<file path="config.mk">
export PLATFORM = sky130hd
export DESIGN_NAME = slice_accum
export DESIGN_NICKNAME = d
export VERILOG_FILES = /design/src/rtl/slice_accum.sv
export SDC_FILE = /design/constraint.sdc
export NUM_CORES = 1
export LEC_CHECK = 0
export ABC_AREA = 0
export CAP_MARGIN = 20
export CORE_MARGIN = 2
export CORE_UTILIZATION = 57
export DETAILED_ROUTE_END_ITERATION = 16
export GPL_TIMING_DRIVEN = 0
export MAX_ROUTING_LAYER = met4
export PLACE_DENSITY = 0.88
export SYNTH_ARGS = -nofsm -noshare
export SYNTH_HDL_FRONTEND = slang
export SYNTH_SLANG_ARGS = --single-unit
export TNS_END_PERCENT = 10
</file>
<file path="constraint.sdc">
create_clock -name clk -period 5.75 [get_ports clk]
set_input_delay 1.15 -clock clk [delete_from_list [all_inputs] [get_ports clk]]
set_output_delay 1.15 -clock clk [all_outputs]
set_load 0.01 [all_outputs]
</file>
<file path="src/rtl/slice_accum.sv">
// Burst accumulator for the slice stage: sums x+y+bus_out+w2 per sample, folds BURST
// samples per entry and queues totals in a show-ahead FIFO. Optional macro: SLICE_ACCUM_SAT_EN.
module slice_accum #(
    parameter int DW    = 32,
    parameter int BUS_W = 16,
    parameter int W2_W  = 8,
    parameter int BURST = 4,
    parameter int DEPTH = 4
) (
    input  logic                         clk,
    input  logic                         rst,
    input  logic                         in_valid,
    output logic                         in_ready,
    input  logic [BUS_W-1:0]             bus_out,
    input  logic [W2_W-1:0]              w2,
    input  logic [DW-1:0]                x,
    input  logic [DW-1:0]                y,
    input  logic                         flush,
    output logic                         out_valid,
    input  logic                         out_ready,
    output logic [DW-1:0]                out_sum,
    output logic [$clog2(BURST+1)-1:0]   out_cnt,
    output logic                         out_ovf,
    output logic                         busy
);

    localparam int CW  = $clog2(BURST + 1);
    localparam int PW  = (DEPTH > 1) ? $clog2(DEPTH) : 1;
    localparam int FCW = $clog2(DEPTH + 1);

    typedef enum logic [1:0] {ACC, DRAIN, PUSH} state_t;

    state_t          state, state_nxt;

    logic            accept;
    logic [DW+1:0]   s1_full;
    logic            s1_full_ovf;
    logic [DW-1:0]   s1_trunc;
    logic            s1_valid;
    logic [DW-1:0]   s1_sum;
    logic            s1_ovf;

    logic [DW-1:0]   acc;
    logic [CW-1:0]   cnt;
    logic            sticky;
    logic [DW:0]     add_full;
    logic [DW-1:0]   add_sum;
    logic            add_flag;
    logic [CW-1:0]   cnt_inc;
    logic            burst_done;

    logic [DW-1:0]   mem_sum [DEPTH];
    logic [CW-1:0]   mem_cnt [DEPTH];
    logic            mem_ovf [DEPTH];
    logic [PW-1:0]   wr_ptr, rd_ptr;
    logic [FCW-1:0]  fifo_count;
    logic            push, pop, push_fl;
    logic [DW-1:0]   push_sum;
    logic [CW-1:0]   push_cnt;
    logic            push_ovf;

    // ---------------- stage 1: wide per-sample sum ----------------
    always_comb begin
        s1_full = (DW+2)'(x) + (DW+2)'(y) + (DW+2)'(bus_out) + (DW+2)'(w2);
        s1_full_ovf = |s1_full[DW+1:DW];
`ifdef SLICE_ACCUM_SAT_EN
        s1_trunc = s1_full_ovf ? '1 : s1_full[DW-1:0];
`else
        s1_trunc = s1_full[DW-1:0];
`endif
    end

    assign accept = in_valid & in_ready;

    always_ff @(posedge clk) begin
        if (rst) begin
            s1_valid <= 1'b0;
            s1_sum   <= '0;
            s1_ovf   <= 1'b0;
        end else begin
            s1_valid <= accept;
            if (accept) begin
                s1_sum <= s1_trunc;
                s1_ovf <= s1_full_ovf;
            end
        end
    end

    // ---------------- stage 2: burst accumulation ----------------
    always_comb begin
        add_full = {1'b0, acc} + {1'b0, s1_sum};
`ifdef SLICE_ACCUM_SAT_EN
        add_sum = add_full[DW] ? '1 : add_full[DW-1:0];
`else
        add_sum = add_full[DW-1:0];
`endif
        add_flag   = s1_ovf | add_full[DW] | sticky;
        cnt_inc    = cnt + CW'(1);
        burst_done = s1_valid && (cnt_inc == CW'(BURST));
    end

    always_ff @(posedge clk) begin
        if (rst) begin
            acc    <= '0;
            cnt    <= '0;
            sticky <= 1'b0;
        end else if (s1_valid) begin
            if (burst_done) begin
                acc    <= '0;
                cnt    <= '0;
                sticky <= 1'b0;
            end else begin
                acc    <= add_sum;
                cnt    <= cnt_inc;
                sticky <= add_flag;
            end
        end else if (push_fl) begin
            acc    <= '0;
            cnt    <= '0;
            sticky <= 1'b0;
        end
    end

    // ---------------- control FSM ----------------
    always_ff @(posedge clk) begin
        if (rst) state <= ACC;
        else     state <= state_nxt;
    end

    always_comb begin
        state_nxt = state;
        case (state)
            ACC:     if (flush) state_nxt = DRAIN;
            // s1 cannot refill here, so at most one cycle is spent waiting on it
            DRAIN:   if (!s1_valid) state_nxt = (cnt == '0) ? ACC : PUSH;
            PUSH:    if (push_fl) state_nxt = ACC;
            default: state_nxt = ACC;
        endcase
    end

    always_comb begin
        in_ready = !rst && (state == ACC) && !flush && (fifo_count <= FCW'(DEPTH - 2));
        push_fl  = (state == PUSH) && ((fifo_count < FCW'(DEPTH)) || pop);
        busy     = (state != ACC) || s1_valid || (cnt != '0);
    end

    // ---------------- output FIFO (show-ahead) ----------------
    // Stage-2 completions and partial-burst pushes never coincide: PUSH is entered only with s1 empty.
    always_comb begin
        push = burst_done | push_fl;
        pop  = out_valid & out_ready;
        if (burst_done) begin
            push_sum = add_sum;
            push_cnt = CW'(BURST);
            push_ovf = add_flag;
        end else begin
            push_sum = acc;
            push_cnt = cnt;
            push_ovf = sticky;
        end
    end

    always_ff @(posedge clk) begin
        if (push) begin
            mem_sum[wr_ptr] <= push_sum;
            mem_cnt[wr_ptr] <= push_cnt;
            mem_ovf[wr_ptr] <= push_ovf;
        end
    end

    always_ff @(posedge clk) begin
        if (rst) begin
            wr_ptr     <= '0;
            rd_ptr     <= '0;
            fifo_count <= '0;
        end else begin
            if (push) wr_ptr <= (wr_ptr == PW'(DEPTH - 1)) ? '0 : wr_ptr + PW'(1);
            if (pop)  rd_ptr <= (rd_ptr == PW'(DEPTH - 1)) ? '0 : rd_ptr + PW'(1);
            case ({push, pop})
                2'b10:   fifo_count <= fifo_count + FCW'(1);
                2'b01:   fifo_count <= fifo_count - FCW'(1);
                default: fifo_count <= fifo_count;
            endcase
        end
    end

    always_comb begin
        out_valid = (fifo_count != '0);
        out_sum   = out_valid ? mem_sum[rd_ptr] : '0;
        out_cnt   = out_valid ? mem_cnt[rd_ptr] : '0;
        out_ovf   = out_valid ? mem_ovf[rd_ptr] : 1'b0;
    end

endmodule
</file>
==> results_dict.tcl <==
set metrics [dict create \
    worstPathRequired_ns 6.19 \
    status "completed" \
    clock-sinks 225 \
    hpwl_mm 22.5 \
    synthesis.nets 1433 \
    holdCritPathClass "reg2reg" \
    final_nets 1592 \
    fin_crit_sh_pct 86.1 \
    rr_startpoint "cnt[0]" \
    start_util_pct 58.4 \
    crit_start "y[1]" \
    routabilityCongestion 0.914 \
    path_class "in2reg" \
    synth_adder_area_share_pct 14.8 \
    cts.path.max_buffers 3 \
    rows 55 \
    max_freq_mhz 202 \
    grt_first_pass_wirelength_mm 47.4 \
    rr_worst_depth 11 \
    synth_edf_count 144 \
    io_buffers 130 \
    syn_area_per_cell_um2 11.1 \
    ys_async_sr_fraction_pct 0 \
    die-area_um2 24500 \
    root_buffer "clkbuf_16" \
    cts_hold_repair.buffers 0 \
    num_io_pins 132 \
    ant_nets 0 \
    dr.pass1.iters 5 \
    vias_per_cell 5.83 \
    drive_gt1_share_pct 8.44 \
    vias 9679 \
    grtUsageTotal_pct 25.1 \
    drtIter0Drc 651 \
    antenna_found_initial 0 \
    grt_pass1_vias 9572 \
    synth-compound-area-share_pct 12.8 \
    ys_warn_count 0 \
    synth_top_flop_cell "edfxtp_1" \
    finalClockSkew_ns 0.00675 \
    synth_xor_area_share_pct 3.30 \
    layout_min_cycle_time_ns 4.95 \
    cts-buffers-inserted 22 \
    cap_violations 0 \
    worstPathMaxFanout 4 \
    power_density_nw_per_um2 250 \
    placed_cells 1619 \
    cts_tree "yes" \
    p_leak_nw 6.15 \
    synthSimpleGateAreaFrac_pct 11.5 \
    synth_area_um2 13300 \
    worst_slew_pin_slew_ns 1.03 \
    internal-power_w 0.00291 \
    fillers 1647 \
    rsz0062_at_grt "false" \
    grt_max_degree 30 \
    maxSlewHeadroom_pct 31.1 \
    endpoint "s1_sum[29]" \
    synth.distinct_cells 71 \
    synthMuxAreaShare_pct 8.46 \
    wirelength_mm 29.6 \
    cp-end-kind "flop" \
    clock_latency_ns 0.50 \
    chipWidth_um 157 \
    core_area_um2 22700 \
    ys_ff_latch 225 \
    seqPwrFrac_pct 44.3 \
    cts-resized-gates 0 \
    cp_data_arrival_time_ns 5.39 \
    diodes 0 \
    pwr-share-clk_pct 36.3 \
    synth_top_family_by_area "adder cells" \
    comb_power_share_pct 19.4 \
    path_clk_slew_ns 0.06 \
    peakVddDrop_mv 0.196 \
    ys_seq_area_share_pct 44.8 \
    drc_errors 0 \
    setup_viol 0 \
    area_growth_pct 19.0 \
    final_hold_viol_count 0 \
    r2r_slack_ns 2.39 \
    slew_viol_final 0 \
    finalNonFillerCells 1659 \
    syn_inst 1199 \
    swShare_pct 26.0 \
    route.detailed.wl_per_inst_um 17.9 \
    grt_overflow 0 \
    r2r-end "fifo_count[2]" \
    postCtsSetupBuffers 0 \
    start_kind "input port" \
    power.switching_w 0.00102 \
    die_y_um 157 \
    cts.htree.levels 1 \
    tns_ns 0 \
]
-- through the flow --
step | util [%] | area [um2] | total power (W) | hold slack [ns] | worst slack [ns]
after floorplan | - | 13300 | 0.00232 | 0.436 | 1.11
after global placement | 65.7 | 14900 | 0.00252 | 0.446 | 0.356
after detailed placement | 66.3 | 15000 | 0.00254 | 0.450 | 0.292
after CTS | 69.5 | 15800 | 0.00395 | 0.461 | 0.786
after global routing | 69.5 | 15800 | 0.00411 | 0.475 | 0.590
final | 69.5 | 15800 | 0.00394 | 0.458 | 0.799
-- per-layer routing --
layer  share of wire, %  global-route usage, %
met5                  0                      -
met4                2.7                   7.56
met3                5.5                   2.91
met2                 49                   42.9
met1                 43                   31.6
-- cell families after synthesis --
logic type                 Yosys count
adders and majority gates          141
DFF                                225
buffers and inverters              146
xor gates and xnor gates            50
muxes                               64
AOI/OAI and AO/OA                  264
and+or+nand+nor                    309
-- layout by cell type (no fill, tap or decap), drive strengths merged, types with 40 or more instances in the layout --
master,Yosys,layout
a21oi,99,99
clkbuf,40,68
nor2,72,72
clkdlybuf4s50,0,130
ha,114,114
edfxtp,144,144
o21ai,42,42
nand2,94,94
inv,100,100
and2,40,40
dfxtp,81,81
-- area by class of cell --
type | instances | area, um2 | share of cell area [%]
multi-input cells | 828 | 6790 | 43.0
plain buffers | 46 | 180 | 1.14
well taps | 285 | 357 | 2.26
flip-flops and latches | 225 | 5950 | 37.7
clock buffers | 28 | 604 | 3.83
repair buffers | 135 | 1400 | 8.90
clock inverters | 12 | 120 | 0.762
inverters | 100 | 375 | 2.38
-- registers in the layout, summed over array words and instances (netlist names), 3 cells and up, named ones only --
name and cells:
mem_sum 128, acc 32, s1_sum 32, mem_cnt 12
mem_ovf 4, cnt 3, fifo_count 3
-- power by group through the flow --
stage	clock (W)	combinational [W]	sequential, W
2_1_floorplan	0	0.000552	0.00177
3_3_place_gp	0	0.000743	0.00178
3_5_place_dp	0	0.000760	0.00178
4_1_cts	0.00144	0.000768	0.00174
5_1_grt	0.00150	0.000865	0.00174
6_report	0.00143	0.000766	0.00174
-- worst max-delay path, stage by stage --
cell,delay [ns]
clkdlybuf4s50_1,0.43
fa_1,0.58
fa_1,0.44
ha_1,0.25
fa_1,0.43
a211oi_1,0.33
o21ai_1,0.17
nand4_1,0.15
a21boi_1,0.16
a311oi_2,0.41
o21ba_2,0.26
o21ai_2,0.08
or4b_1,0.46
nand3_1,0.09
-- synth_stat cells (3+ instances only) --
cell type  instances  area share (%)
edfxtp_1         144              33
ha_1             114              11
inv_1            100             2.8
a21oi_1           98             3.7
nand2_1           94             2.7
dfxtp_1           81              12
nor2_1            72             2.0
and2_1            40             1.9
clkbuf_1          40             1.1
xnor2_1           38             2.5
mux4_2            36             6.1
o21ai_0           36             1.4
fa_1              27             4.1
a21o_1            25             1.4
mux2_2            24             2.0
nand3_1           18            0.68
a22o_1            15            0.99
a22oi_1           14            0.79
xor2_1            12            0.79
nor3_1            11            0.42
nand2b_1          10            0.47
nor2b_1           10            0.47
o211ai_1          10            0.57
and3_1             9            0.42
a31oi_1            8            0.38
o21bai_1           8            0.45
a211oi_1           7            0.40
nand3b_1           7            0.40
or3_1              7            0.33
nand4_1            6            0.28
nor3b_1            6            0.34
o21a_1             6            0.34
buf_1              5            0.14
nor4_1             5            0.24
a211o_1            4            0.26
mux2i_1            4            0.30
o21ai_1            4            0.15
a311oi_1           3            0.20
-- worst min path at each step --
stage,startpoint,to,slack (ns),depth (start not counted)
after floorplan,s1_sum[13],s1_sum[13],0.44,2
after global placement,s1_sum[6],s1_sum[6],0.45,2
after detailed placement,s1_sum[24],s1_sum[24],0.45,2
after CTS,s1_sum[14],s1_sum[14],0.46,2
after global routing,s1_sum[15],s1_sum[15],0.47,2
final,s1_sum[24],s1_sum[24],0.46,2
No activity file was read; power rests on OpenSTA's default activity.
